**src/rtl/sram_port_arbiter.sv**
```systemverilog
// sram_port_arbiter: fixed-priority two-port arbiter for the 4K x 32 system SRAM.
// Define SRAM_ARB_STARVE_GUARD_EN to build the port-1 wait counter and forced grant.
module sram_port_arbiter #(
  parameter int AW           = 12,
  parameter int DW           = 32,
  parameter int STARVE_LIMIT = 8,
  parameter int LOCK_MAX     = 16
) (
  input  logic          HCLK,
  input  logic          HRESET,
  input  logic          req0,
  input  logic          req1,
  input  logic          lock0,
  input  logic          lock1,
  input  logic [3:0]    we0,
  input  logic [3:0]    we1,
  input  logic [AW-1:0] addr0,
  input  logic [AW-1:0] addr1,
  input  logic [DW-1:0] wdata0,
  input  logic [DW-1:0] wdata1,
  output logic          gnt0,
  output logic          gnt1,
  output logic          rvalid0,
  output logic          rvalid1,
  output logic [DW-1:0] rdata0,
  output logic [DW-1:0] rdata1,
  output logic          ram_en,
  output logic [3:0]    ram_we,
  output logic [AW-1:0] ram_a,
  output logic [DW-1:0] ram_di,
  input  logic [DW-1:0] ram_do
);

  typedef enum logic [1:0] {
    IDLE,
    LOCK0,
    LOCK1
  } state_t;

  localparam logic [7:0] LMAX = 8'(LOCK_MAX);

  state_t     state_q;
  state_t     state_d;
  logic [7:0] hold_q;
  logic [7:0] hold_d;
  logic [7:0] hold_inc;
  logic       pri0_q;
  logic       pri0_d;
  logic       pri1_q;
  logic       pri1_d;
  logic       g0;
  logic       g1;
  logic       starve;
  logic       rv0_q;
  logic       rv1_q;

  assign hold_inc = hold_q + 8'd1;

`ifdef SRAM_ARB_STARVE_GUARD_EN
  localparam logic [7:0] SLIM = 8'(STARVE_LIMIT);

  logic [7:0] wait1_q;

  assign starve = req1 && (wait1_q >= SLIM);

  always_ff @(posedge HCLK) begin
    if (HRESET) begin
      wait1_q <= 8'd0;
    end else if (!req1 || g1) begin
      wait1_q <= 8'd0;
    end else if (wait1_q != 8'hFF) begin
      wait1_q <= wait1_q + 8'd1;
    end
  end
`else
  assign starve = 1'b0;
`endif

  // pri*_q: one-cycle priority handed to the other port after a forced release
  always_comb begin
    g0      = 1'b0;
    g1      = 1'b0;
    state_d = state_q;
    hold_d  = hold_q;
    pri0_d  = 1'b0;
    pri1_d  = 1'b0;
    unique case (state_q)
      IDLE: begin
        if (pri0_q && req0) begin
          g0 = 1'b1;
        end else if (pri1_q && req1) begin
          g1 = 1'b1;
        end else if (starve) begin
          g1 = 1'b1;
        end else if (req0) begin
          g0 = 1'b1;
        end else if (req1) begin
          g1 = 1'b1;
        end
        if (g0 && lock0) begin
          if (LMAX == 8'd1) begin
            pri1_d = 1'b1;
          end else begin
            state_d = LOCK0;
            hold_d  = 8'd1;
          end
        end
        if (g1 && lock1) begin
          if (LMAX == 8'd1) begin
            pri0_d = 1'b1;
          end else begin
            state_d = LOCK1;
            hold_d  = 8'd1;
          end
        end
      end
      LOCK0: begin
        if (!req0) begin
          state_d = IDLE;
        end else begin
          g0     = 1'b1;
          hold_d = hold_inc;
          if (!lock0) begin
            state_d = IDLE;
          end else if (hold_inc >= LMAX) begin
            state_d = IDLE;
            pri1_d  = 1'b1;
          end
        end
      end
      LOCK1: begin
        if (!req1) begin
          state_d = IDLE;
        end else begin
          g1     = 1'b1;
          hold_d = hold_inc;
          if (!lock1) begin
            state_d = IDLE;
          end else if (hold_inc >= LMAX) begin
            state_d = IDLE;
            pri0_d  = 1'b1;
          end
        end
      end
      default: begin
        state_d = IDLE;
      end
    endcase
    if (HRESET) begin
      g0 = 1'b0;
      g1 = 1'b0;
    end
  end

  always_ff @(posedge HCLK) begin
    if (HRESET) begin
      state_q <= IDLE;
      hold_q  <= 8'd0;
      pri0_q  <= 1'b0;
      pri1_q  <= 1'b0;
      rv0_q   <= 1'b0;
      rv1_q   <= 1'b0;
    end else begin
      state_q <= state_d;
      hold_q  <= hold_d;
      pri0_q  <= pri0_d;
      pri1_q  <= pri1_d;
      rv0_q   <= g0 && (we0 == 4'h0);
      rv1_q   <= g1 && (we1 == 4'h0);
    end
  end

  always_comb begin
    ram_en = 1'b0;
    ram_we = 4'h0;
    ram_a  = '0;
    ram_di = '0;
    unique case (1'b1)
      g0: begin
        ram_en = 1'b1;
        ram_we = we0;
        ram_a  = addr0;
        ram_di = wdata0;
      end
      g1: begin
        ram_en = 1'b1;
        ram_we = we1;
        ram_a  = addr1;
        ram_di = wdata1;
      end
      default: begin
      end
    endcase
  end

  assign gnt0    = g0;
  assign gnt1    = g1;
  // a read in flight when reset hits must not surface
  assign rvalid0 = rv0_q && !HRESET;
  assign rvalid1 = rv1_q && !HRESET;
  assign rdata0  = ram_do;
  assign rdata1  = ram_do;

endmodule

```
**config.mk**
```make
export PLATFORM = sky130hd
export DESIGN_NAME = sram_port_arbiter
export DESIGN_NICKNAME = d
export VERILOG_FILES = /design/src/rtl/sram_port_arbiter.sv
export SDC_FILE = /design/constraint.sdc
export NUM_CORES = 1
export LEC_CHECK = 0
export BUFFER_PORTS_ARGS = -buffer_cell sky130_fd_sc_hd__buf_2
export CAP_MARGIN = 15
export CORE_AREA = 10 10 90 92
export DETAILED_ROUTE_END_ITERATION = 16
export DIE_AREA = 0 0 100 102
export GPL_TIMING_DRIVEN = 0
export HOLD_SLACK_MARGIN = 0.03
export PLACE_DENSITY = 0.73
export SLEW_MARGIN = 30
export SYNTH_ARGS = -nofsm -noshare
export SYNTH_HDL_FRONTEND = slang
export SYNTH_SLANG_ARGS = --single-unit
```
**constraint.sdc**
```tcl
create_clock -name HCLK -period 4.3 [get_ports HCLK]
set_input_delay 0.645 -clock HCLK [delete_from_list [all_inputs] [get_ports HCLK]]
set_output_delay 0.645 -clock HCLK [all_outputs]
set_load 0.005 [all_outputs]
```
### Word-level counts from Yosys, hierarchy flattened

Cells that the tools add are included.

| storage, ports and cells | value |
|---|---|
| bits of input ports | 134 |
| bits in registers | 14 |
| output and inout port bits | 117 |
| word-level logic and storage cells | 67 |

| operators by class | value |
|---|---|
| $add $sub $neg | 1 |
| muxes and demuxes | 31 |
| bitwise gates (word level) | 6 |
| reductions and logical operators | 17 |
| order comparisons | 1 |
| equality and inequality tests | 5 |

Operators by type and width:

| operator | number |
|---|---|
| case mux 32 bit (2 select lines) | 1 |
| two-way mux 8 bit | 4 |
| case mux 12 bit (2 select lines) | 1 |
| case mux 8 bit (3 select lines) | 1 |
| two-way mux 2 bit | 7 |
| two-way mux 1 bit | 13 |
| adder 8 x 1 -> 8 bit, second input constant | 1 |
| greater-or-equal comparator 8 x 5 -> 1 bit, second input constant | 1 |
| logical AND 1 bit | 8 |
| logical NOT 4 bit | 2 |
| case mux 4 bit (2 select lines) | 1 |
| OR reduction 4 bit | 2 |
| inverter 1 bit | 6 |
| case mux 2 bit (3 select lines) | 1 |
| != test 2 bit, second input constant | 2 |
| case mux 1 bit (2 select lines) | 2 |
| AND reduction 4 bit | 1 |
| != test 3 bit, second input constant | 1 |
| nonzero test 3 bit | 1 |
| equality test 2 x 1 -> 1 bit, second input constant | 1 |
| equality test 2 bit, second input constant | 1 |
| logical NOT 2 bit | 1 |
| OR reduction 2 bit | 1 |
| logical NOT 1 bit | 1 |

### Longest topological paths before layout

| depth | value |
|---|---|
| depth after elaboration | 9 |
| depth in mapped cells | 8 |
| depth with buffers taken out | 7 |

### Worst setup path before layout

No wires, ideal clock.

| timing | value |
|---|---|
| path type | in2out |
| start | in HRESET |
| end | out ram_a[7] |
| path slack | 1963 ps |
| cell stages on the path | 6 |
| path buffers | 2 |
| data arrival time | 1692 ps |
| required time | 3655 ps |
| cells stage by stage | clkbuf_1 clkinv_1 nand2_1 a21oi_1 clkbuf_1 a22o_1 |

| on the way | value |
|---|---|
| cells in the longest elaborated chain, start to end | 2 |
| elaborated cells between the ends (all ways) | 3 |
| those cells by class | 3 x mux |

RTL lines:

| item | line | RTL |
|---|---|---|
| from (decl) | 10 | `input logic HRESET,` |
| two-way mux 1 bit | 149 | `if (HRESET) begin` |
| case mux 12 bit (2 select lines) (*) | 178 | `unique case (1'b1)` |
| to (decl) | 29 | `output logic [AW-1:0] ram_a,` |

Mark *: on every way between the ends. The rest lies on a longest branch, timed or not.

### Worst setup path after layout

| timing | value |
|---|---|
| start | reg state_q[1] |
| end | out ram_we[3] |

| on the way | value |
|---|---|
| cells in the longest elaborated chain, start to end | 4 |
| elaborated cells between the ends (all ways) | 8 |
| those cells by class | 2 x eq/ne; 5 x mux; 1 x reduce/logical |

RTL lines:

| item | line | RTL |
|---|---|---|
| from (decl) | 42 | `state_t state_q;` |
| from (signal assigned) | 164 | `state_q <= state_d;` |
| equality test 2 bit (tied with other cells) | 87 | `unique case (state_q)` |
| case mux 1 bit (2 select lines) | 87 |  |
| two-way mux 1 bit | 149 |  |
| case mux 4 bit (2 select lines) (*) | 178 |  |
| to (decl) | 28 | `output logic [3:0] ram_we,` |

Marks and branches as above.

==> qor.json <==
{
  "drive_gt1_share": {"value": 65.27, "unit": "%"},
  "crit_required": {"value": 3.65, "unit": "ns"},
  "critPathArrivalTime": {"value": 2.50, "unit": "ns"},
  "clk_pin_slew": {"value": 0.06, "unit": "ns"},
  "drt.antenna.violating_nets": {"value": 0},
  "die-area": {"value": 10200, "unit": "sq um"},
  "async_flop_share": {"value": 0, "unit": "%"},
  "critical_path_class": {"value": "reg2out"},
  "cts-root-buf": {"value": "clkbuf_8"},
  "synth_top_area_share": {"value": 26.44, "unit": "%"},
  "cts_repair_resize_count": {"value": 0},
  "total_clock_buffers_created_by_cts": {"value": 3},
  "postCtsHoldBufs": {"value": 0},
  "yosys_most_used_dff": {"value": "dfxtp_1"},
  "critPathMaxFanout": {"value": 10},
  "time_the_worst_path_needs_with_i_o_delays_and_setup": {"value": 3.144, "unit": "ns"},
  "finalNetCount": {"value": 594},
  "fin_crit_sh": {"value": 73.11, "unit": "%"},
  "drt_first_iter_violations": {"value": 113},
  "worst_case_headroom_to_the_max_slew_limit": {"value": 46.44, "unit": "%"},
  "via_count": {"value": 2533},
  "place.port_buffers": {"value": 217},
  "overall_overflow_remaining_after_global_route": {"value": 0},
  "crit_path_end_kind": {"value": "primary output"},
  "tritoncts_num_sinks": {"value": 14},
  "p_per_area": {"value": 165.8, "unit": "nW/um^2"},
  "clock_latency": {"value": 0.24, "unit": "ns"},
  "most_instantiated_library_cell_after_synthesis": {"value": "buf_4"},
  "hold_start": {"value": "hold_q[1]$_SDFFE_PP0P_"},
  "timing_worst_slew_pin_value": {"value": 0.7972, "unit": "ns"},
  "placementRows": {"value": 29},
  "status": {"value": "finished clean"},
  "grt_antenna_before_repair": {"value": 0},
  "global_route_wire_length_before_repair": {"value": 14.48, "unit": "mm"},
  "post_cts.repair.setup_buffers": {"value": 0},
  "globalplace.congestion": {"value": 0.8856},
  "synth.top_cells.by_area": {"value": "buf_4, a22o_1, dfxtp_1"},
  "synth.top_cells.by_count": {"value": "buf_4, a22o_1, dfxtp_1"},
  "crit_path_start_kind": {"value": "register"},
  "holdPathStages": {"value": 2},
  "area_growth_syn_to_layout": {"value": 66.44, "unit": "%"},
  "postSynthAreaPerCell": {"value": 7.955, "unit": "sq um"},
  "clk_path_buf_depth": {"value": 2},
  "globalRouteTotalUtil": {"value": 17.76, "unit": "%"},
  "ys_seq_area_share": {"value": 15.19, "unit": "%"},
  "critical_path.reg2reg.endpoint": {"value": "hold_q[4]$_SDFFE_PP0P_"},
  "maxCapViolCount": {"value": 0},
  "grt_start_max_net_pins": {"value": 11},
  "synth-edff-count": {"value": 0},
  "die_h": {"value": 102, "unit": "um"},
  "rrSetupSlack": {"value": 2.24, "unit": "ns"},
  "p_leak": {"value": 1.785, "unit": "nW"},
  "ys_warn_count": {"value": 0},
  "initial_core_util": {"value": 29.40, "unit": "%"},
  "post-synth-top-area-cell": {"value": "buf_4"},
  "critical_path_buf_inv_count": {"value": 3},
  "route.detailed.drc": {"value": 0},
  "drt_pass1_iterations": {"value": 4},
  "number_of_global_route_vias_before_repair": {"value": 2618},
  "worst_hold_path_ep": {"value": "hold_q[1]$_SDFFE_PP0P_"},
  "rsz0062_at_grt": {"value": "false"},
  "drt-wirelength-per-cell": {"value": 19.26, "unit": "um"},
  "crit_path_max_incr_delay": {"value": 0.63, "unit": "ns"},
  "worstPathCellList": {"value": "inv_1, ha_1, a21oi_1, nor3_1, clkbuf_1, a22o_1, buf_2"},
  "boundaryPins": {"value": 251},
  "cts_tree": {"value": "done"},
  "design.core.area": {"value": 6277, "unit": "sq um"},
  "max-vdd-ir-drop": {"value": 0.00007949, "unit": "V"},
  "clock.fmax": {"value": 318.1, "unit": "MHz"},
  "timing.clock.skew": {"value": 0.002723, "unit": "ns"},
  "drt_wl_total": {"value": 10.21, "unit": "mm"},
  "synth.distinct_cells": {"value": 36},
  "cpMaxStageDelayCell": {"value": "nor3_1"},
  "r2r_depth": {"value": 7},
  "postSynthRegisterBits": {"value": 14},
  "hold_path.class": {"value": "reg2reg"},
  "finalHoldViolCount": {"value": 0},
  "fin_setup_tns": {"value": 0, "unit": "ns"},
  "dp_hpwl": {"value": 9.143, "unit": "mm"},
  "reg2reg_from": {"value": "state_q[0]$_SDFFE_PP0N_"},
  "final.hold.worst_slack": {"value": 0.5304, "unit": "ns"},
  "synth_cells": {"value": 232},
  "htreeDepth": {"value": 1},
  "netlist_area": {"value": 1846, "unit": "sq um"},
  "timing.final.max_slew_violations": {"value": 0},
  "worstSetupPathDepth": {"value": 7},
  "critPathTopFamily": {"value": "buffers and inverters"},
  "synth_nets": {"value": 372},
  "finalSetupViolCount": {"value": 0},
  "die_w": {"value": 100, "unit": "um"},
  "vias_per_cell": {"value": 4.779}
}
worst min-delay path, stage by stage, from the launching register on:
cell and delay [ns]:
dfxtp_1 0.35, nand2b_1 0.08, a21oi_1 0.05
layout make-up:
cell class	instances	area (sq um)
buffer	77	538.0
inverter	6	22.52
clock buffer	3	41.29
sequential	14	280.3
multi-input combinational	135	1005
tap	77	96.34
antenna	1	2.502
fill	654	3206
timing repair buffer	217	1086
registers in the layout, summed over array words and instances, names as in the netlist:
register,cells
hold_q,8
pri0_q,1
rv1_q,1
pri1_q,1
rv0_q,1
state_q,2
cells in the final DEF, fill, tap and decap left out, types with 5 or more instances in the layout:
cell type / n
dfxtp_1: 14
inv_1: 5
a21oi_1: 6
o21ai_0: 7
a22o_1: 48
buf_2: 221
buf_4: 65
ha_1: 6
nand2_1: 12
clkbuf_1: 8
a32o_1: 6
nor3_1: 8
metal layers:
metal / share of wire (%) / vias up / track usage [%]
li1: - / 1235 / -
met1: 30 / 1140 / 15.58
met2: 54 / 142 / 33.55
met3: 14 / 16 / 10.39
met4: 1.7 / 0 / 5.217
met5: 0 / - / 0
power breakdown:
part | switching, mW | internal [mW]
combinational | 0.116 | 0.151
clock | 0.0433 | 0.0619
sequential | 0.00402 | 0.133
total | 0.164 | 0.345
worst max path at each step:
stage	end	startpoint	slack, ns
after floorplan	ram_a[7]	HRESET	1.96
after detailed placement	ram_di[25]	req1	1.23
after CTS	ram_di[25]	state_q[0]$_SDFFE_PP0N_	1.11
final	ram_we[3]	state_q[1]$_SDFFE_PP0N_	1.16
after global placement	ram_di[25]	req1	1.23
after global routing	ram_di[19]	state_q[1]$_SDFFE_PP0N_	0.88
through the flow:
step,power [mW],setup slack [ns],instance area (sq um),instances,util (%)
after floorplan,0.2699,1.963,1846,232,-
after global routing,0.5461,0.8763,3069,529,48.89
after global placement,0.4057,1.226,3028,526,48.24
after CTS,0.5168,1.110,3069,529,48.89
final,0.5091,1.156,3072,530,48.93
after detailed placement,0.4089,1.231,3028,526,48.24
cell families after synthesis:
group / share of synthesized area [%]
buf+inv: 30.37
compound gates: 33.90
simple gates: 16.00
flops: 15.19
fa+ha+maj: 4.068
xor+xnor: 0.4747
No activity file was read; power rests on OpenSTA's default activity.
